$ cat src/rtl/boot_loader.sv
// Serial boot-image loader: little-endian byte stream (count, words) into RAM, then core release.
// Optional trailing checksum compiled in with `define BOOT_LOADER_CHECKSUM_EN.
module boot_loader #(
    parameter int unsigned BASE_ADDR = 0,
    parameter int unsigned DEPTH     = 8192
) (
    input  logic        clk,
    input  logic        rst_n,
    input  logic [7:0]  byte_data,
    input  logic        byte_valid,
    output logic        byte_ready,
    output logic [31:0] ram_a,
    output logic [31:0] ram_din,
    output logic        ram_rw,
    output logic        core_hold,
    output logic        done,
    output logic        error
);

    localparam logic [31:0] BASE32 = 32'(BASE_ADDR);
    localparam logic [31:0] LIMIT  = 32'(DEPTH - BASE_ADDR);

`ifdef BOOT_LOADER_CHECKSUM_EN
    typedef enum logic [2:0] {
        ST_HEADER, ST_DATA, ST_CHECK, ST_DONE, ST_ERROR
    } state_t;
`else
    typedef enum logic [2:0] {
        ST_HEADER, ST_DATA, ST_LAST, ST_DONE, ST_ERROR
    } state_t;
`endif

    state_t      state_q, state_d;
    logic [1:0]  cnt_q, cnt_d;
    logic [31:0] word_q, word_d;
    logic [31:0] count_q, count_d;
    logic [31:0] idx_q, idx_d;
    logic [31:0] ram_a_q, ram_a_d;
    logic [31:0] ram_din_q, ram_din_d;
    logic        ram_rw_q, ram_rw_d;
    logic        ready_q, ready_d;
    logic        hold_q, hold_d;
    logic        done_q, done_d;
    logic        error_q, error_d;
    logic        accept;
    logic [31:0] assembled;
`ifdef BOOT_LOADER_CHECKSUM_EN
    logic [31:0] csum_q, csum_d;
`endif

    // State and registered outputs
    always_ff @(posedge clk) begin
        if (!rst_n) begin
            state_q   <= ST_HEADER;
            cnt_q     <= 2'd0;
            word_q    <= 32'd0;
            count_q   <= 32'd0;
            idx_q     <= 32'd0;
            ram_a_q   <= 32'd0;
            ram_din_q <= 32'd0;
            ram_rw_q  <= 1'b0;
            ready_q   <= 1'b0;
            hold_q    <= 1'b1;
            done_q    <= 1'b0;
            error_q   <= 1'b0;
`ifdef BOOT_LOADER_CHECKSUM_EN
            csum_q    <= 32'd0;
`endif
        end else begin
            state_q   <= state_d;
            cnt_q     <= cnt_d;
            word_q    <= word_d;
            count_q   <= count_d;
            idx_q     <= idx_d;
            ram_a_q   <= ram_a_d;
            ram_din_q <= ram_din_d;
            ram_rw_q  <= ram_rw_d;
            ready_q   <= ready_d;
            hold_q    <= hold_d;
            done_q    <= done_d;
            error_q   <= error_d;
`ifdef BOOT_LOADER_CHECKSUM_EN
            csum_q    <= csum_d;
`endif
        end
    end

    // Next-state: bytes shift in from the top so four bytes land little-endian
    always_comb begin
        state_d   = state_q;
        cnt_d     = cnt_q;
        word_d    = word_q;
        count_d   = count_q;
        idx_d     = idx_q;
        ram_a_d   = ram_a_q;
        ram_din_d = ram_din_q;
        ram_rw_d  = 1'b0;
`ifdef BOOT_LOADER_CHECKSUM_EN
        csum_d    = csum_q;
`endif
        accept    = byte_valid && ready_q;
        assembled = {byte_data, word_q[31:8]};

        if (accept) begin
            word_d = assembled;
            cnt_d  = cnt_q + 2'd1;
            case (state_q)
                ST_HEADER: begin
                    if (cnt_q == 2'd3) begin
                        count_d = assembled;
                        if (assembled > LIMIT) begin
                            state_d = ST_ERROR;
                        end else if (assembled == 32'd0) begin
`ifdef BOOT_LOADER_CHECKSUM_EN
                            state_d = ST_CHECK;
`else
                            state_d = ST_DONE;
`endif
                        end else begin
                            state_d = ST_DATA;
                        end
                    end
                end
                ST_DATA: begin
                    if (cnt_q == 2'd3) begin
                        ram_rw_d  = 1'b1;
                        ram_a_d   = BASE32 + idx_q;
                        ram_din_d = assembled;
                        idx_d     = idx_q + 32'd1;
`ifdef BOOT_LOADER_CHECKSUM_EN
                        csum_d    = csum_q + assembled;
                        if (idx_q == count_q - 32'd1) state_d = ST_CHECK;
`else
                        if (idx_q == count_q - 32'd1) state_d = ST_LAST;
`endif
                    end
                end
`ifdef BOOT_LOADER_CHECKSUM_EN
                ST_CHECK: begin
                    if (cnt_q == 2'd3) state_d = (assembled == csum_q) ? ST_DONE : ST_ERROR;
                end
`endif
                default: ;
            endcase
        end

`ifndef BOOT_LOADER_CHECKSUM_EN
        // One-cycle gap so the final write lands before the core is released
        if (state_q == ST_LAST) state_d = ST_DONE;
`endif

`ifdef BOOT_LOADER_CHECKSUM_EN
        ready_d = (state_d == ST_HEADER) || (state_d == ST_DATA) || (state_d == ST_CHECK);
`else
        ready_d = (state_d == ST_HEADER) || (state_d == ST_DATA);
`endif
        done_d  = (state_d == ST_DONE);
        hold_d  = (state_d != ST_DONE);
        error_d = (state_d == ST_ERROR);
    end

    assign byte_ready = ready_q;
    assign ram_a      = ram_a_q;
    assign ram_din    = ram_din_q;
    assign ram_rw     = ram_rw_q;
    assign core_hold  = hold_q;
    assign done       = done_q;
    assign error      = error_q;

endmodule

$ cat config.mk
export PLATFORM = sky130hd
export DESIGN_NAME = boot_loader
export DESIGN_NICKNAME = d
export VERILOG_FILES = /design/src/rtl/boot_loader.sv
export SDC_FILE = /design/constraint.sdc
export NUM_CORES = 1
export LEC_CHECK = 0
export BUFFER_PORTS_ARGS = -buffer_cell sky130_fd_sc_hd__buf_2
export CAP_MARGIN = 10
export CORE_AREA = 2 2 89 176
export CTS_CLUSTER_DIAMETER = 60
export CTS_CLUSTER_SIZE = 30
export DETAILED_ROUTE_END_ITERATION = 7
export DIE_AREA = 0 0 91 178
export PLACE_DENSITY = 0.68
export SYNTH_ARGS = -nofsm -noshare
export SYNTH_HDL_FRONTEND = slang
export SYNTH_SLANG_ARGS = --single-unit
$ cat constraint.sdc
create_clock -name clk -period 8.3 [get_ports clk]
set_input_delay 1.66 -clock clk [delete_from_list [all_inputs] [get_ports clk]]
set_output_delay 1.66 -clock clk [all_outputs]
set_load 0.05 [all_outputs]
==> results of run 1 <==
-- synth_stat cells, types with 2 or more instances --
master	n
nand2_1	267
dfxtp_1	162
a21oi_1	138
clkbuf_1	55
nor2_1	46
xor2_1	40
nand4_1	20
nor4_1	19
nand3_1	17
nor3_1	15
o21ai_0	15
or3_1	15
xnor2_1	15
and3_1	12
or4_1	8
buf_2	7
inv_1	6
a31oi_1	5
o31ai_1	5
and2_1	4
mux2i_1	4
nor2b_1	4
a211oi_1	3
and4_1	3
buf_1	3
ha_1	3
nand2b_1	3
or2_2	3
or4_4	3
a211o_1	2
and4b_1	2
nor3b_1	2
nor4_2	2
o211a_1	2
-- state kept, by name, summed over array words and instances (netlist names), 2 cells and up --
signal   cells
word_q      24
state_q      3
ram_din     32
idx_q       32
count_q     32
ram_a       32
cnt_q        2
-- cell families (layout without fill, tap and decap cells) --
group	count (synthesis)	after routing	share of synthesized area, %
and+or+nand+nor	457	457	29.6
AOI/OAI and AO/OA	184	184	14.0
DFF	162	162	44.6
buffers and inverters	73	122	3.99
xor gates and xnor gates	55	55	6.62
muxes	5	5	0.705
adders and majority gates	3	3	0.516
-- per-layer routing --
layer | up-vias | global-route usage [%] | routed length, um
met5 | - | 0 | 0
met4 | 0 | 13.2 | 790
met3 | 44 | 3.89 | 549
met2 | 145 | 41.4 | 9510
met1 | 3002 | 25.7 | 7270
li1 | 3289 | - | -
-- stage by stage --
step / utilization, % / setup WS (ps)
floorplan: - / 4820
detailed placement: 51.9 / 3570
global placement: 51.9 / 3650
CTS: 56.2 / 4020
finish: 56.2 / 4050
global route: 56.2 / 3710
-- where the power goes --
group	total, uW	internal, uW	switching (uW)
sequential	785	780	5.16
clock	818	440	378
combinational	31.5	6.97	24.6
total	1640	1230	408
-- cell type report --
cell class / instances / area share [%]
well taps: 195 / 2.93
multi-input cells: 704 / 45.1
repair buffers: 83 / 5.11
inverters: 7 / 0.346
clock inverters: 15 / 2.47
flip-flops and latches: 162 / 39.0
clock buffers: 17 / 5.11
-- worst register-to-register path, delay by kind of cell (launching register included) --
kind	cells	cell delay, ps
AOI/OAI and AO/OA	2	370
adders and majority gates	1	270
buffers and inverters	1	90
and+or+nand+nor	5	2240
DFF	1	380
-- worst max-delay path by stage --
stage                     end  cells after the start  slack [ps]
global placement    core_hold                      7        3650
detailed placement  core_hold                      7        3570
finish              core_hold                      7        4050
CTS                 core_hold                      7        4020
floorplan           core_hold                      8        4820
global route             done                      8        3710
==> results.yml, run 1 <==
synth:
  synth.area.top_cells: "dfxtp_1 45%, nand2_1 14%, a21oi_1 9.5%, xor2_1 4.8%, clkbuf_1 2.8%"
  synthArstFlopShare_pct: 0
  netlist_instances: 939
  synth_fp_nets: 953
  netlist.area_leader.share_pct: 44.6
  synth.avg_cell_area_um2: 7.75
  synth.ff_latch_count: 162
  synth-seq-area-share_pct: 44.6
  yosysTopAreaCell: "dfxtp_1"
  synth_ff_type: "dfxtp_1"
  yosysUniqueCellTypes: 63
  synth-edff-count: 0
  synthesis.area_um2: 7270
  ys_warn_count: 0
place:
  place_area_um2: 7690
  routabilityCongestion: 0.860
  io_buffers: 79
  dpl.hpwl_um: 12700
  dp.cells: 1151
setup_path:
  critical_path_required_ps: 8610
  crit_buf_inv: 1
  critPathArrivalTime_ps: 4560
  critPathMaxFanout: 33
  reg2reg_slack_ps: 4860
  cp-start-kind: "input port"
  crit_chain: "buf_2, and2_1, nand2_1, or4_1, nor3_1, a21oi_1, or3_1"
  r2r_start: "count_q[0]"
  setup.worst_path.start: "byte_valid"
  r2r-end: "byte_ready"
  crit_slowest_cell: "or4_1"
  crit_type: "in2reg"
  critPathCaptureType: "register"
  max_stage_delay_ps: 940
  path_delay_family: "simple AND/OR/NAND/NOR gates"
  r2r_cells: 9
drt:
  antenna_left: 0
  drc: 0
  wl_per_cell_um: 15.3
  vias_per_cell: 5.48
  dr.pass1.iters: 5
  via_count: 6480
  dr.first_iter.drc_count: 342
  drt_wl_total_um: 18100
hold_path:
  min_from: "ram_a[14]"
  hold_path.class: "reg2reg"
  worstHoldPathCells: 2
  holdPathEnd: "ram_a[14]"
global_routing:
  grt_pass1_vias: 6067
  grt_pass1_wl_um: 30200
  track_usage_pct: 23.2
  gr-total-overflow: 0
  grt_max_degree: 94
  antenna_found_initial: 0
sta:
  rsz0062_at_grt: "false"
  skew_ps: 12.9
  fmax_ghz: 0.235
  holdWs_ps: 450
  fin_crit_ps: 4250
  worst_pin_slew_ps: 1110
  finalHoldViolCount: 0
  fin_tns_setup_ps: 0
  setup_viol: 0
  final_max_slew_viol_count: 0
  slew-limit-headroom_pct: 25.2
  fin_crit_sh_pct: 51.2
outcome:
  status: "finished, final reports clean"
power:
  ir_drop_mv: 0.148
  total_power_uw: 1640
  leakagePower_uw: 0.00325
  cellPowerDensity_nw_per_um2: 196
clock_tree:
  holdBufCountCts: 0
  clk_latency_ps: 440
  cts_buffer_depth: 2
  cts_tree: "done"
  cts-root-buf: "clkbuf_16"
  cts_sinks: 162
  numCtsBuffers: 17
  ctsResizeCount: 0
  htreeDepth: 4
  post-cts-setup-buffers: 0
  clk_pin_slew_ps: 70
die:
  row_count: 63
  initial_core_util_pct: 49.1
  die_width_um: 91
  core_area_um2: 14800
  dieArea_um2: 16200
  ios: 80
  die_h_um: 178
finish:
  layoutNonFillerInstCount: 1183
  diodes: 0
  final.fill_count: 1506
  drive_above_1_share_pct: 13.7
  fin_nets: 989
  multiInputGateArea_um2: 3750
  mostFrequentLayoutCell: "nand2_1"
  area_delta_synth_final_pct: 14.4
  mostFrequentLayoutCells: "266 x nand2_1, 162 x dfxtp_1, 138 x a21oi_1, 79 x buf_2, 46 x nor2_1"
  final-seq-area_um2: 3240
  fin_area_um2: 8320
run:
  cap_violations: 0
Power figures use the tool's default switching activity.
==> run 2, diff against run 1 <==
Clock period 8.3 ns to 4.4 ns, I/O delays scaled along.
==> results.yml, run 2 (same netlist as run 1, synthesis figures left out) <==
setup_path:
  crit_chain: "inv_1, ha_1, or4b_1, nor4_1, o311a_1, o21ai_0, nand4bb_1, or4_1, and3_1"
  path_delay_family: "simple AND/OR/NAND/NOR gates"
  r2r-end: "byte_ready"
  crit_slowest_cell: "or4b_1"
  critical_path_required_ps: 4730
  max_stage_delay_ps: 580
  critPathArrivalTime_ps: 3540
  crit_cells: 9
  setup.worst_path.start: "count_q[0]"
  r2r_start: "count_q[0]"
  critPathMaxFanout: 7
  critPathCaptureType: "register"
  reg2reg_slack_ps: 1190
  crit_end: "byte_ready"
  cp-start-kind: "register"
  crit_type: "reg2reg"
  r2r_cells: 9
  crit_buf_inv: 1
clock_tree:
  ctsResizeCount: 0
  cts_sinks: 162
  clk_latency_ps: 430
  htreeDepth: 4
  clk_pin_slew_ps: 70
  cts_buffer_depth: 2
  post-cts-setup-buffers: 0
  numCtsBuffers: 17
  cts-root-buf: "clkbuf_16"
  holdBufCountCts: 0
  cts_tree: "done"
finish:
  drive_above_1_share_pct: 13.9
  mostFrequentLayoutCells: "266 x nand2_1, 162 x dfxtp_1, 138 x a21oi_1, 79 x buf_2, 46 x nor2_1"
  mostFrequentLayoutCell: "nand2_1"
  area_delta_synth_final_pct: 14.2
  diodes: 0
  fin_area_um2: 8310
  fin_nets: 992
global_routing:
  grt_pass1_vias: 5983
  track_usage_pct: 23.3
  grt_pass1_wl_um: 30200
  grt_max_degree: 98
  antenna_found_initial: 0
  gr-total-overflow: 0
place:
  io_buffers: 79
  place_area_um2: 7730
  dpl.hpwl_um: 12900
  routabilityCongestion: 0.920
  place_ws_ps: 1210
power:
  total_power_uw: 3000
  cellPowerDensity_nw_per_um2: 361
  leakagePower_uw: 0.00325
  ir_drop_mv: 0.266
hold_path:
  hold_path.class: "reg2reg"
sta:
  final_max_slew_viol_count: 0
  finalHoldViolCount: 0
  setup_slack_ps: 1190
  worst_pin_slew_ps: 1140
  fin_tns_setup_ps: 0
  skew_ps: 11.4
  rsz0062_at_grt: "false"
  slew-limit-headroom_pct: 23.0
  fmax_ghz: 0.311
  fin_crit_sh_pct: 73.0
  fin_crit_ps: 3210
  setup_viol: 0
die:
  dieArea_um2: 16200
  die_width_um: 91
  row_count: 63
  ios: 80
  core_area_um2: 14800
  die_h_um: 178
  initial_core_util_pct: 49.1
drt:
  dr.pass1.iters: 5
  dr.first_iter.drc_count: 296
  antenna_left: 0
  via_count: 6436
  drt_wl_total_um: 18300
  wl_per_cell_um: 15.4
  vias_per_cell: 5.43
  drc: 0
run:
  cap_violations: 0
outcome:
  status: "finished, final reports clean"
[run 2: cell types whose count changed in the layout (fill, tap and decap cells not counted), sizes merged]
cell	previous run	this run
clkbuf	17	18
clkinvlp	0	1
clkinv	6	4
buf	83	86
[run 2: routing by layer]
layer	vias to the layer above	global-route usage (%)	part of all wire [%]
met5	-	0	0
met4	0	11.2	2.9
met3	27	3.30	2.3
met2	107	42.7	54
met1	2993	26.1	41
li1	3309	-	-
[run 2: cell type report]
class / count / area [um2]
inverter: 7 / 28.8
clock buffer: 18 / 439
clock inverter: 14 / 143
multi-input combinational: 704 / 3750
timing repair buffer: 86 / 460
fill: 1544 / 6510
tap: 195 / 244
sequential: 162 / 3240
[run 2: power by group]
part,switching [uW],internal [uW]
Sequential,10.4,1470
Combinational,46.6,15.0
Clock,642,814
[run 2: worst register-to-register path, cell delays in order (launching register included)]
cell       delay (ps)
dfxtp_1           360
inv_1              80
ha_1              250
or4b_1            580
nor4_1            580
o311a_1           260
o21ai_0            70
nand4bb_1         220
or4_1             530
and3_1            180
[run 2: how the worst min path moves through the flow]
stage                           from    endpoint  slack [ps]  depth (start not counted)
after global placement    ram_din[0]  ram_din[0]         440                          2
after detailed placement   ram_a[19]   ram_a[19]         440                          2
after global routing       ram_a[17]   ram_a[17]         470                          2
after floorplan             cnt_q[1]    cnt_q[1]         440                          2
after CTS                  ram_a[14]   ram_a[14]         450                          2
final                       ram_a[3]    ram_a[3]         450                          2
[run 2: through the flow]
step	hold slack, ps	utilization, %	instances
final	448	56.1	1186
after global routing	468	56.1	1186
after CTS	453	56.1	1186
after detailed placement	444	52.1	1154
after global placement	440	52.1	1154
after floorplan	440	-	939
==> run 3, diff against run 2 <==
Clock period 4.4 ns to 3.3 ns, I/O delays scaled along.
==> results.yml, run 3 (same netlist as run 1, synthesis figures left out) <==
global_routing:
  gr-total-overflow: 0
  antenna_found_initial: 0
  track_usage_pct: 23.2
  grt_pass1_wl_um: 30200
  grt_max_degree: 67
  grt_pass1_vias: 6056
clock_tree:
  htreeDepth: 4
  post-cts-setup-buffers: 0
  numCtsBuffers: 17
  ctsResizeCount: 0
  cts_sinks: 162
  cts-root-buf: "clkbuf_16"
  cts_tree: "done"
  holdBufCountCts: 0
  clk_latency_ps: 430
  cts_buffer_depth: 2
  clk_pin_slew_ps: 70
place:
  io_buffers: 79
  dpl.hpwl_um: 13000
  routabilityCongestion: 0.916
  dp.cells: 1173
  place_area_um2: 7880
  place_ws_ps: 280
die:
  dieArea_um2: 16200
  row_count: 63
  core_area_um2: 14800
  die_h_um: 178
  ios: 80
  initial_core_util_pct: 49.1
  die_width_um: 91
hold_path:
  min_from: "ram_a[7]"
  holdPathEnd: "ram_a[7]"
  worstHoldPathCells: 2
  hold_path.class: "reg2reg"
power:
  ir_drop_mv: 0.372
  cellPowerDensity_nw_per_um2: 469
  total_power_uw: 3960
  leakagePower_uw: 0.00333
setup_path:
  crit_type: "reg2reg"
  critPathCaptureType: "register"
  r2r_cells: 9
  max_stage_delay_ps: 560
  reg2reg_slack_ps: 300
  crit_top_cell: "or4_1"
  r2r-end: "byte_ready"
  cp-start-kind: "register"
  crit_slowest_cell: "or4b_1"
  r2r_start: "count_q[0]"
  crit_chain: "inv_1, ha_1, or4b_1, or4_1, xnor2_1, nor3_1, nand4_1, or4_1, and3_1"
  critical_path_required_ps: 3630
  critPathArrivalTime_ps: 3330
  critPathMaxFanout: 7
sta:
  slew-limit-headroom_pct: 55.4
  fin_crit_ps: 3000
  final_max_slew_viol_count: 0
  setup_slack_ps: 299
  setup_viol: 0
  fin_tns_setup_ps: 0
  finalHoldViolCount: 0
  worst_pin_slew_ps: 669
  fin_crit_sh_pct: 90.9
  rsz0062_at_grt: "false"
  skew_ps: 10.3
  fmax_ghz: 0.333
drt:
  drt_wl_total_um: 18400
  wl_met1_um: 7450
  wl_per_cell_um: 15.2
  top_layer: "met4"
  routed-wl-met2_um: 9840
  drc: 0
  dr.pass1.iters: 5
  via_count: 6582
  antenna_left: 0
  dr.first_iter.drc_count: 329
  wl_met3_um: 530
  vias_per_cell: 5.46
run:
  cap_violations: 0
finish:
  fin_nets: 1011
  mostFrequentLayoutCells: "266 x nand2_1, 162 x dfxtp_1, 138 x a21oi_1, 79 x buf_2, 46 x nor2_1"
  layoutNonFillerInstCount: 1205
  mostFrequentLayoutCell: "nand2_1"
  drive_above_1_share_pct: 15.4
  diodes: 0
  fin_area_um2: 8450
  area_delta_synth_final_pct: 16.2
outcome:
  status: "finished, final reports clean"
-- run 3: worst max path at each step --
stage / slack [ps] / cells after the start / startpoint / to
global route: 120 / 9 / count_q[0] / byte_ready
floorplan: 330 / 10 / count_q[0] / byte_ready
detailed placement: 280 / 9 / count_q[0] / byte_ready
finish: 300 / 9 / count_q[0] / byte_ready
CTS: 290 / 9 / count_q[0] / byte_ready
global placement: 310 / 9 / count_q[0] / byte_ready
-- run 3: final cells by class --
class | instances | area [um2]
clock buffers | 18 | 429
clock inverters | 14 | 144
fillers | 1508 | 6360
inverters | 7 | 28.8
multi-input cells | 704 | 3750
flip-flops and latches | 162 | 3240
well taps | 195 | 244
repair buffers | 105 | 616
-- run 3: report_power, final --
part	leakage, uW	internal, uW	switching, uW
Combinational	0.00175	23.2	63.6
Clock	0.000271	1010	895
Sequential	0.00131	1960	13.8
-- run 3: per-stage QoR --
stage / hold slack (ps) / utilization, %
after floorplan: 440 / -
after global placement: 440 / 53.2
after detailed placement: 443 / 53.2
after CTS: 453 / 57.1
after global routing: 470 / 57.1
final: 451 / 57.1
-- run 3: worst max-delay path: cells and delay by family (launching register included) --
kind	cells	cell delay (ps)
xor gates and xnor gates	1	160
adders and majority gates	1	160
buffers and inverters	1	80
DFF	1	360
and+or+nand+nor	6	2150
-- run 3: metal layers --
layer / GRT usage (%) / vias to the layer above
met5: 0 / -
met4: 9.97 / 0
met3: 3.04 / 38
met2: 42.8 / 147
met1: 26.4 / 3063
li1: - / 3334
